**config.mk**
```make
export PLATFORM = sky130hd
export DESIGN_NAME = rv32i_decode_stage
export DESIGN_NICKNAME = d
export VERILOG_FILES = /design/src/rtl/lib_cpu.sv /design/src/rtl/rv32i_decoder.sv /design/src/rtl/rv32i_decode_stage.sv
export SDC_FILE = /design/constraint.sdc
export NUM_CORES = 1
export LEC_CHECK = 0
export ABC_AREA = 0
export BUFFER_PORTS_ARGS = -buffer_cell sky130_fd_sc_hd__buf_2
export CAP_MARGIN = 20
export CORE_AREA = 2 2 151 153
export DETAILED_ROUTE_END_ITERATION = 10
export DIE_AREA = 0 0 153 155
export PLACE_DENSITY = 0.85
export SYNTH_ARGS = -nofsm -noshare
export SYNTH_HDL_FRONTEND = slang
export SYNTH_HIERARCHICAL = 1
export SYNTH_SLANG_ARGS = --single-unit
```
**constraint.sdc**
```tcl
create_clock -name clk -period 18.9 [get_ports clk]
set_clock_uncertainty 0.1 [all_clocks]
set_input_delay 1.89 -clock clk [delete_from_list [all_inputs] [get_ports clk]]
set_output_delay 1.89 -clock clk [all_outputs]
set_load 0.005 [all_outputs]
```
**src/rtl/lib_cpu.sv**
```systemverilog
// lib_cpu: shared CPU-wide types for the RV32I core.
//   OPECODE    - decoded operation enumerant; LUI is encoding 0, which is the
//                value the decode stage presents out of reset.
//   OPC_*      - major opcode values of instr[6:0].
//   DECODED    - one decoded instruction as it moves between decode and execute.
package lib_cpu;

  typedef enum logic [31:0] {
    LUI = 32'd0, AUIPC, JAL, JALR,
    BEQ, BNE, BLT, BGE, BLTU, BGEU,
    LB, LH, LW, LBU, LHU,
    SB, SH, SW,
    ADDI, SLTI, SLTIU, XORI, ORI, ANDI, SLLI, SRLI, SRAI,
    ADD, SUB, SLL, SLT, SLTU, XOR, SRL, SRA, OR, AND,
    FENCE, FENCE_I,
    ECALL, EBREAK,
    CSRRW, CSRRS, CSRRC, CSRRWI, CSRRSI, CSRRCI
  } OPECODE;

  localparam logic [6:0] OPC_LUI      = 7'b0110111;
  localparam logic [6:0] OPC_AUIPC    = 7'b0010111;
  localparam logic [6:0] OPC_JAL      = 7'b1101111;
  localparam logic [6:0] OPC_JALR     = 7'b1100111;
  localparam logic [6:0] OPC_BRANCH   = 7'b1100011;
  localparam logic [6:0] OPC_LOAD     = 7'b0000011;
  localparam logic [6:0] OPC_STORE    = 7'b0100011;
  localparam logic [6:0] OPC_OP_IMM   = 7'b0010011;
  localparam logic [6:0] OPC_OP       = 7'b0110011;
  localparam logic [6:0] OPC_MISC_MEM = 7'b0001111;
  localparam logic [6:0] OPC_SYSTEM   = 7'b1110011;

  // ECALL and EBREAK are recognised only as these exact words.
  localparam logic [31:0] ECALL_WORD  = 32'h0000_0073;
  localparam logic [31:0] EBREAK_WORD = 32'h0010_0073;

  typedef struct packed {
    OPECODE      op;
    logic [4:0]  rd;
    logic [4:0]  rs1;
    logic [4:0]  rs2;
    logic [31:0] imm;
    logic [31:0] pc;
    logic        illegal;
  } DECODED;

endpackage

```
**src/rtl/rv32i_decoder.sv**
```systemverilog
// rv32i_decoder: purely combinational RV32I + Zicsr + Zifencei decoder.
//   instr - raw 32-bit instruction word
//   pc    - PC of instr, passed through into the result
//   dec   - decoded operation, register indices, immediate, pc, illegal flag
// Register fields a format does not carry are forced to 0. Illegal words decode
// as ADDI with no registers and the raw word as immediate (mtval source).
module rv32i_decoder
  import lib_cpu::*;
(
  input  logic [31:0] instr,
  input  logic [31:0] pc,
  output DECODED      dec
);

  logic [6:0]  opc;
  logic [2:0]  f3;
  logic [6:0]  f7;
  logic [4:0]  f_rd, f_rs1, f_rs2;
  logic [31:0] imm_i, imm_s, imm_b, imm_u, imm_j, imm_z, imm_sh;

  OPECODE      op;
  logic [4:0]  rd, rs1, rs2;
  logic [31:0] imm;
  logic        legal;

  assign opc   = instr[6:0];
  assign f3    = instr[14:12];
  assign f7    = instr[31:25];
  assign f_rd  = instr[11:7];
  assign f_rs1 = instr[19:15];
  assign f_rs2 = instr[24:20];

  assign imm_i  = {{20{instr[31]}}, instr[31:20]};
  assign imm_s  = {{20{instr[31]}}, instr[31:25], instr[11:7]};
  assign imm_b  = {{19{instr[31]}}, instr[31], instr[7], instr[30:25], instr[11:8], 1'b0};
  assign imm_u  = {instr[31:12], 12'b0};
  assign imm_j  = {{11{instr[31]}}, instr[31], instr[19:12], instr[20], instr[30:21], 1'b0};
  assign imm_z  = {20'b0, instr[31:20]};
  assign imm_sh = {27'b0, instr[24:20]};

  always_comb begin
    op    = ADDI;
    rd    = '0;
    rs1   = '0;
    rs2   = '0;
    imm   = '0;
    legal = 1'b1;
    case (opc)
      OPC_LUI:   begin op = LUI;   rd = f_rd; imm = imm_u; end
      OPC_AUIPC: begin op = AUIPC; rd = f_rd; imm = imm_u; end
      OPC_JAL:   begin op = JAL;   rd = f_rd; imm = imm_j; end
      OPC_JALR: begin
        op = JALR; rd = f_rd; rs1 = f_rs1; imm = imm_i;
        legal = (f3 == 3'b000);
      end
      OPC_BRANCH: begin
        rs1 = f_rs1; rs2 = f_rs2; imm = imm_b;
        case (f3)
          3'b000:  op = BEQ;
          3'b001:  op = BNE;
          3'b100:  op = BLT;
          3'b101:  op = BGE;
          3'b110:  op = BLTU;
          3'b111:  op = BGEU;
          default: legal = 1'b0;
        endcase
      end
      OPC_LOAD: begin
        rd = f_rd; rs1 = f_rs1; imm = imm_i;
        case (f3)
          3'b000:  op = LB;
          3'b001:  op = LH;
          3'b010:  op = LW;
          3'b100:  op = LBU;
          3'b101:  op = LHU;
          default: legal = 1'b0;
        endcase
      end
      OPC_STORE: begin
        rs1 = f_rs1; rs2 = f_rs2; imm = imm_s;
        case (f3)
          3'b000:  op = SB;
          3'b001:  op = SH;
          3'b010:  op = SW;
          default: legal = 1'b0;
        endcase
      end
      OPC_OP_IMM: begin
        rd = f_rd; rs1 = f_rs1; imm = imm_i;
        case (f3)
          3'b000: op = ADDI;
          3'b010: op = SLTI;
          3'b011: op = SLTIU;
          3'b100: op = XORI;
          3'b110: op = ORI;
          3'b111: op = ANDI;
          3'b001: begin
            op = SLLI; imm = imm_sh;
            legal = (f7 == 7'b0000000);
          end
          default: begin
            imm = imm_sh;
            if (f7 == 7'b0000000)      op = SRLI;
            else if (f7 == 7'b0100000) op = SRAI;
            else                       legal = 1'b0;
          end
        endcase
      end
      OPC_OP: begin
        rd = f_rd; rs1 = f_rs1; rs2 = f_rs2;
        case ({f7, f3})
          {7'b0000000, 3'b000}: op = ADD;
          {7'b0000000, 3'b001}: op = SLL;
          {7'b0000000, 3'b010}: op = SLT;
          {7'b0000000, 3'b011}: op = SLTU;
          {7'b0000000, 3'b100}: op = XOR;
          {7'b0000000, 3'b101}: op = SRL;
          {7'b0000000, 3'b110}: op = OR;
          {7'b0000000, 3'b111}: op = AND;
          {7'b0100000, 3'b000}: op = SUB;
          {7'b0100000, 3'b101}: op = SRA;
          default:              legal = 1'b0;
        endcase
      end
      OPC_MISC_MEM: begin
        rd = f_rd; rs1 = f_rs1; imm = imm_i;
        case (f3)
          3'b000:  op = FENCE;
          3'b001:  op = FENCE_I;
          default: legal = 1'b0;
        endcase
      end
      OPC_SYSTEM: begin
        if (instr == ECALL_WORD) begin
          op = ECALL; imm = imm_z;
        end else if (instr == EBREAK_WORD) begin
          op = EBREAK; imm = imm_z;
        end else begin
          // rs1 slot carries either rs1 or the 5-bit zimm; same bit field.
          rd = f_rd; rs1 = f_rs1; imm = imm_z;
          case (f3)
            3'b001:  op = CSRRW;
            3'b010:  op = CSRRS;
            3'b011:  op = CSRRC;
            3'b101:  op = CSRRWI;
            3'b110:  op = CSRRSI;
            3'b111:  op = CSRRCI;
            default: legal = 1'b0;
          endcase
        end
      end
      default: legal = 1'b0;
    endcase

    if (!legal) begin
      op  = ADDI;
      rd  = '0;
      rs1 = '0;
      rs2 = '0;
      imm = instr;
    end
  end

  assign dec = '{op: op, rd: rd, rs1: rs1, rs2: rs2, imm: imm, pc: pc, illegal: !legal};

endmodule

```
**src/rtl/rv32i_decode_stage.sv**
```systemverilog
// rv32i_decode_stage: decode pipeline stage between fetch and execute.
//   clk, rst                 - core clock, synchronous active-high reset
//   in_valid/in_ready        - fetch handshake; in_ready is !skid_valid && !rst
//   in_instr, in_pc          - raw instruction word and its PC
//   flush                    - drop everything held and the current input
//   out_valid/out_ready      - execute handshake
//   out_op, out_rd/rs1/rs2,
//   out_imm, out_pc,
//   out_illegal              - registered decoded instruction
// Decode happens before the registers, so both the output register and the
// one-entry skid buffer hold decoded fields. The skid entry absorbs the one
// instruction accepted while the output is stalled, keeping in_ready a pure
// register output.
module rv32i_decode_stage
  import lib_cpu::*;
#(
  parameter int          XLEN     = 32,
  parameter logic [31:0] RESET_PC = 32'h0000_0000
)
(
  input  logic            clk,
  input  logic            rst,
  input  logic            in_valid,
  output logic            in_ready,
  input  logic [XLEN-1:0] in_instr,
  input  logic [XLEN-1:0] in_pc,
  input  logic            flush,
  output logic            out_valid,
  input  logic            out_ready,
  output logic [31:0]     out_op,
  output logic [4:0]      out_rd,
  output logic [4:0]      out_rs1,
  output logic [4:0]      out_rs2,
  output logic [XLEN-1:0] out_imm,
  output logic [XLEN-1:0] out_pc,
  output logic            out_illegal
);

  if (XLEN != 32) begin : g_xlen_check
    $error("rv32i_decode_stage: only XLEN=32 is supported");
  end

  localparam DECODED OUT_RESET = '{op: LUI, rd: 5'd0, rs1: 5'd0, rs2: 5'd0,
                                   imm: 32'd0, pc: RESET_PC, illegal: 1'b0};

  DECODED dec;
  DECODED out_q, out_d;
  DECODED skid_q, skid_d;
  logic   out_valid_q, out_valid_d;
  logic   skid_valid_q, skid_valid_d;
  logic   in_xfer;
  logic   out_free;

  rv32i_decoder u_decoder (
    .instr (in_instr),
    .pc    (in_pc),
    .dec   (dec)
  );

  assign in_ready = !skid_valid_q && !rst;
  assign in_xfer  = in_valid && in_ready;
  // Output register can take new content: empty, or draining this cycle.
  assign out_free = !out_valid_q || out_ready;

  always_comb begin
    out_d        = out_q;
    skid_d       = skid_q;
    out_valid_d  = out_valid_q;
    skid_valid_d = skid_valid_q;
    if (flush) begin
      out_valid_d  = 1'b0;
      skid_valid_d = 1'b0;
    end else if (out_free) begin
      // With the skid full in_ready is low, so no input competes for the slot.
      if (skid_valid_q) begin
        out_d        = skid_q;
        out_valid_d  = 1'b1;
        skid_valid_d = 1'b0;
      end else if (in_xfer) begin
        out_d       = dec;
        out_valid_d = 1'b1;
      end else begin
        out_valid_d = 1'b0;
      end
    end else if (in_xfer) begin
      skid_d       = dec;
      skid_valid_d = 1'b1;
    end
  end

  always_ff @(posedge clk) begin
    if (rst) begin
      out_valid_q  <= 1'b0;
      skid_valid_q <= 1'b0;
      out_q        <= OUT_RESET;
    end else begin
      out_valid_q  <= out_valid_d;
      skid_valid_q <= skid_valid_d;
      out_q        <= out_d;
    end
  end

  // Skid contents are only meaningful while skid_valid_q is set.
  always_ff @(posedge clk) begin
    skid_q <= skid_d;
  end

  assign out_valid   = out_valid_q;
  assign out_op      = out_q.op;
  assign out_rd      = out_q.rd;
  assign out_rs1     = out_q.rs1;
  assign out_rs2     = out_q.rs2;
  assign out_imm     = out_q.imm;
  assign out_pc      = out_q.pc;
  assign out_illegal = out_q.illegal;

endmodule
```
# Yosys cells after proc, flatten, opt, wreduce, memory -nomap -nowiden

Index checks and enable logic that the tools add are counted.

Logic and storage cells: 118
Input bits: 69
Register bits: 226

Mux-type cells: 42
Reduce and logical (&&, ||, !) cells: 28
Eq/ne operators: 30
Bitwise logic cells: 2

Operator list:

| operator                                                          | number |
|---|---|
| 32-bit case mux with 7 select lines                               | 2 |
| 32-bit case mux with 11 select lines                              | 1 |
| 112-bit two-way mux                                               | 2 |
| 32-bit two-way mux                                                | 6 |
| 6-bit case mux with 10 select lines                               | 1 |
| 10-bit by 3-bit == test with 1-bit output, second input constant  | 4 |
| 5-bit two-way mux                                                 | 8 |
| 6-bit case mux with 6 select lines                                | 1 |
| 32-bit by 21-bit == test with 1-bit output, second input constant | 1 |
| 32-bit by 7-bit == test with 1-bit output, second input constant  | 1 |
| 5-bit case mux with 6 select lines                                | 1 |
| 7-bit by 6-bit == test with 1-bit output, second input constant   | 4 |
| 7-bit == test, second input constant                              | 4 |
| 5-bit case mux with 5 select lines                                | 1 |
| 10-bit by 2-bit == test with 1-bit output, second input constant  | 2 |
| 10-bit by 9-bit == test with 1-bit output, second input constant  | 2 |
| 5-bit case mux with 2 select lines                                | 2 |
| 6-bit OR reduction                                                | 3 |
| 5-bit case mux with 3 select lines                                | 1 |
| 3-bit OR reduction                                                | 5 |
| 7-bit by 5-bit == test with 1-bit output, second input constant   | 2 |
| 3-bit == test, second input constant                              | 4 |
| 1-bit two-way mux                                                 | 12 |
| 6-bit case mux with 2 select lines                                | 1 |
| 22 further kinds                                                  | 31 |

# Depth between registers and ports, before layout

Depth after elaboration: 9
Depth in mapped cells: 15

# By module

The synthesis kept the hierarchy.

Modules (own cells, without submodules):

| module             | cells an instance | area an instance (µm²) | sequential area each (µm²) | times used |
|---|---|---|---|---|
| rv32i_decode_stage | 734               | 9899.5                 | 5645.4                     | 1 |
| rv32i_decoder      | 334               | 2123.3                 | 0.0                        | 1 |

# Least setup slack after synthesis

Ideal clock, no wire load.

Path kind: input to register
From: input rst
To: register skid_q[0] (netlist name) (enable)
Required time: 17930 ps
Arrival time: 13145 ps
Buffers on the path: 3
Stages on the path: 4
Setup time: 870 ps
Slack: 4784 ps
Cells stage by stage: buf_2 -> buf_4 -> buf_2 -> nor4_1

Longest elaborated chain between the ends: 4

RTL lines:

| item                          | RTL line                  | source |
|---|---|---|
| start: declaration            | rv32i_decode_stage.sv:22  | `input logic rst,` |
| 1-bit logical NOT             | rv32i_decode_stage.sv:60  | `assign in_ready = !skid_valid_q && !rst;` |
| 1-bit logical AND             | rv32i_decode_stage.sv:60  |  |
| 1-bit logical AND             | rv32i_decode_stage.sv:61  | `assign in_xfer = in_valid && in_ready;` |
| 3-bit AND reduction (no line) | --                        |  |
| end signal: assignment        | rv32i_decode_stage.sv:105 | `skid_q <= skid_d;` |
| end: declaration              | rv32i_decode_stage.sv:48  | `DECODED skid_q, skid_d;` |

Every way passes these cells.
A chain may end at the register's enable or synchronous reset.

==> reports/results.tsv <==
stage	metric	value	unit
die	Starting Density	0.5409	
status	status	finished, final reports clean	
route	starting DRC count in detailed routing	567	
worst_hold_path	Min-Delay Path Class	flip-flop to flip-flop	
die	die width	153	um
route	WL/cell	18.48	um
clock_network	root buffer cell	clkbuf_16	
clock_network	CTS-repair resized insts	0	
global_routing	vias in the first global route	7928	
worst_hold_path	HP Start	out_rs1[4]	
route	Detail Route Antenna Nets	0	
die	Core Area	22230	um^2
yosys	syn_area_per_cell	11.26	um^2
route	final WL	27410	um
yosys	library cells used by synthesis	69	
yosys	top_reg_cell synth	dfxtp_1	
finish	Layout area overhead	10.55	%
place	hpwl dp	18630	um
place	GP Congestion	0.9324	
timing	Sum Neg Setup Slack	0	ps
route	Via density	5.518	
global_routing	GR Overflow Total	0	
place	placed inst area	12510	um^2
global_routing	grt met1 use	0.3047	
worst_setup_path	type of destination of the critical path	flip-flop	
yosys	synthesized area	12020	um^2
timing	RSZ-0062 raised after global routing	no	
route	drt drc	0	
global_routing	antenna violations before repair	0	
finish	share of layout cells above drive strength 1	0.3063	
finish	Final #Nets	1249	
die	Cell Rows	55	
timing	crit share post-route	0.2503	
yosys	Post-synth EDFFs	112	
clock_network	Clock Tree Buf Depth	3	
power	peak supply drop	0.05107	mV
yosys	Syn. warnings	6	
worst_setup_path	crit path kind	input pin to flip-flop	
timing	final setup fails	0	
timing	slew margin rel.	0.3584	
route	vias	8183	
global_routing	most used routing layer	met2	
clock_network	clock-pin slew on the worst setup and hold paths	70	ps
global_routing	largest net degree at the start of global routing	89	
timing	Hold Vio Cnt, Final	0	
global_routing	grt met3 use	0.04039	
route	1st-pass router iterations	5	
timing	Final min period	4730	ps
yosys	share of flip-flops with an asynchronous set or reset	0	
worst_hold_path	hold endpoint	out_rs1[4]	
clock_network	CTS tree	built	
clock_network	H-tree lvl count	1	
global_routing	GRT Resource Usage Total	0.2221	
power	Clock Power Share	0.426	
worst_setup_path	worst r2r src	skid_valid_q	
clock_network	Setup Fix Bufs, Post-CTS	0	
timing	fin. max-slew vios	0	
die	I/O Pins	183	
power	Psw	0.2496	mW
finish	Finished Cell Area	13290	um^2
finish	most frequent cells in the layout	181 x buf_2, 145 x nor2_1, 116 x nor2b_1, 114 x mux2i_1, 113 x dfxtp_1	
power	combinational share of power	0.087	
clock_network	Hold Buf Count CTS	0	
worst_setup_path	CP arrival	5030	ps
power	switching share of power	0.2314	
clock_network	clk sinks	226	
worst_setup_path	FF-to-FF path depth	3	
yosys	Synth Register Bits	226	
power	Pint	0.8289	mW
power	P per Cell Area	81.14	nW/um^2
timing	max frequency	0.2114	GHz
die	Die Span Y	155	um
clock_network	worst skew pair latency	510	ps
finish	Antenna Cells	0	
finish	most common cell after layout, fill and taps aside	buf_2	
place	port bufs	182	
power	P_leak	5.617	nW
yosys	sequential-to-total area share from yosys stat	0.4696	
timing	Worst-Margin Slew	957.8	ps
worst_setup_path	Critical Path RT	19200	ps
power	Seq pwr share	0.487	
worst_setup_path	CP max FO	14	
finish	fin util	0.5980	
worst_setup_path	reg-to-reg endpoint	out_rd[4]	
die	die outline area	23720	um^2
worst_hold_path	hold-critical path depth	2	
clock_network	CTS buffer count	25	
worst_setup_path	CP Launch Type	input pin	
global_routing	met2 Usage GRT	0.3649	
yosys	Mapped Cells	1068	
finish	Fill cells	1796	
worst_setup_path	flop2flop setup slack	16140	ps
global_routing	first-pass GRT wire length	43130	um
job	max-capacitance violation count	0	
[state kept, by name, summed over array words and instances, names as in the netlist]
| signal | flops |
|---|---|
| skid_q | 112 |
| out_imm | 32 |
| out_op | 32 |
| out_pc | 32 |
| out_rd | 5 |
| out_rs1 | 5 |
| out_rs2 | 5 |
| out_illegal | 1 |
| out_valid | 1 |
| skid_valid_q | 1 |
[stage by stage]
stage / power (mW) / instances / setup slack (ps) / hold slack, ps
2_1_floorplan: 0.6087 / 1093 / 4784 / 439.6
3_3_place_gp: 0.6266 / 1438 / 13860 / 472.9
6_report: 1.078 / 1483 / 14170 / 497.5
4_1_cts: 1.089 / 1483 / 14350 / 500.3
5_1_grt: 1.115 / 1483 / 14000 / 518.7
3_5_place_dp: 0.6285 / 1438 / 13820 / 479.5
[cells in the mapped netlist (all sizes together), types with 7 or more instances]
cell type | number | area share
a21oi | 19 | 0.0082
edfxtp | 112 | 0.28
nor3 | 9 | 0.0046
dfxtp | 114 | 0.19
and3 | 9 | 0.0051
nor2 | 146 | 0.046
mux2 | 112 | 0.13
nand2b | 7 | 0.0036
o21ai | 36 | 0.015
nand2 | 27 | 0.0084
inv | 21 | 0.0068
nor2b | 116 | 0.060
buf | 96 | 0.069
mux2i | 114 | 0.095
clkbuf | 34 | 0.011
a21o | 9 | 0.0056
and2 | 7 | 0.0039
[layer usage]
metal / vias up / share of wire
li1: 3878 / -
met1: 3966 / 0.44
met2: 295 / 0.47
met3: 44 / 0.070
met4: 0 / 0.022
met5: - / 0
[critical path, stage by stage]
cell and delay (ps):
buf_2 180, and4bb_1 540, nand3b_1 160, nor2_1 510, o21ai_2 180, a41oi_2 480
nand2_1 310, a21o_1 260, mux2i_1 130, nor2_1 70, mux2_4 300
[worst max path at each step]
| stage | startpoint | endpoint | slack (ps) |
|---|---|---|---|
| global route | in_instr[3] | out_imm[12] | 14000 |
| finish | in_instr[3] | out_imm[13] | 14170 |
| CTS | in_instr[3] | out_imm[13] | 14350 |
| detailed placement | in_instr[3] | out_imm[13] | 13820 |
| floorplan | rst | skid_q[0] | 4780 |
| global placement | in_instr[3] | out_imm[19] | 13860 |
[cells by family after synthesis]
kind of cell    Yosys count  synth area share
simple gates            356            0.1574
mux                     226            0.2248
flops                   226            0.4696
buf+inv                 151           0.08679
compound gates          106           0.05963
fa+ha+maj                 1         0.0008326
other cells               1         0.0003119
xor+xnor                  1         0.0007286
[area by class of cell]
type,instances,area (um^2),area share
sequential,226,5649,0.4250
multi-input combinational,716,5443,0.4095
timing repair buffer,190,977.2,0.07352
clock buffer,34,720.7,0.05422
tap,285,356.6,0.02683
inverter,21,81.33,0.006119
clock inverter,11,63.81,0.004801
[power by group through the flow]
stage               registers, mW  logic, mW  clock network [mW]
finish                      0.525     0.0941               0.459
global route                0.526      0.102               0.487
CTS                         0.525     0.0932               0.470
detailed placement          0.536     0.0927                   0
global placement            0.536     0.0910                   0
floorplan                   0.537     0.0720                   0
No activity file was read; power rests on OpenSTA's default activity.
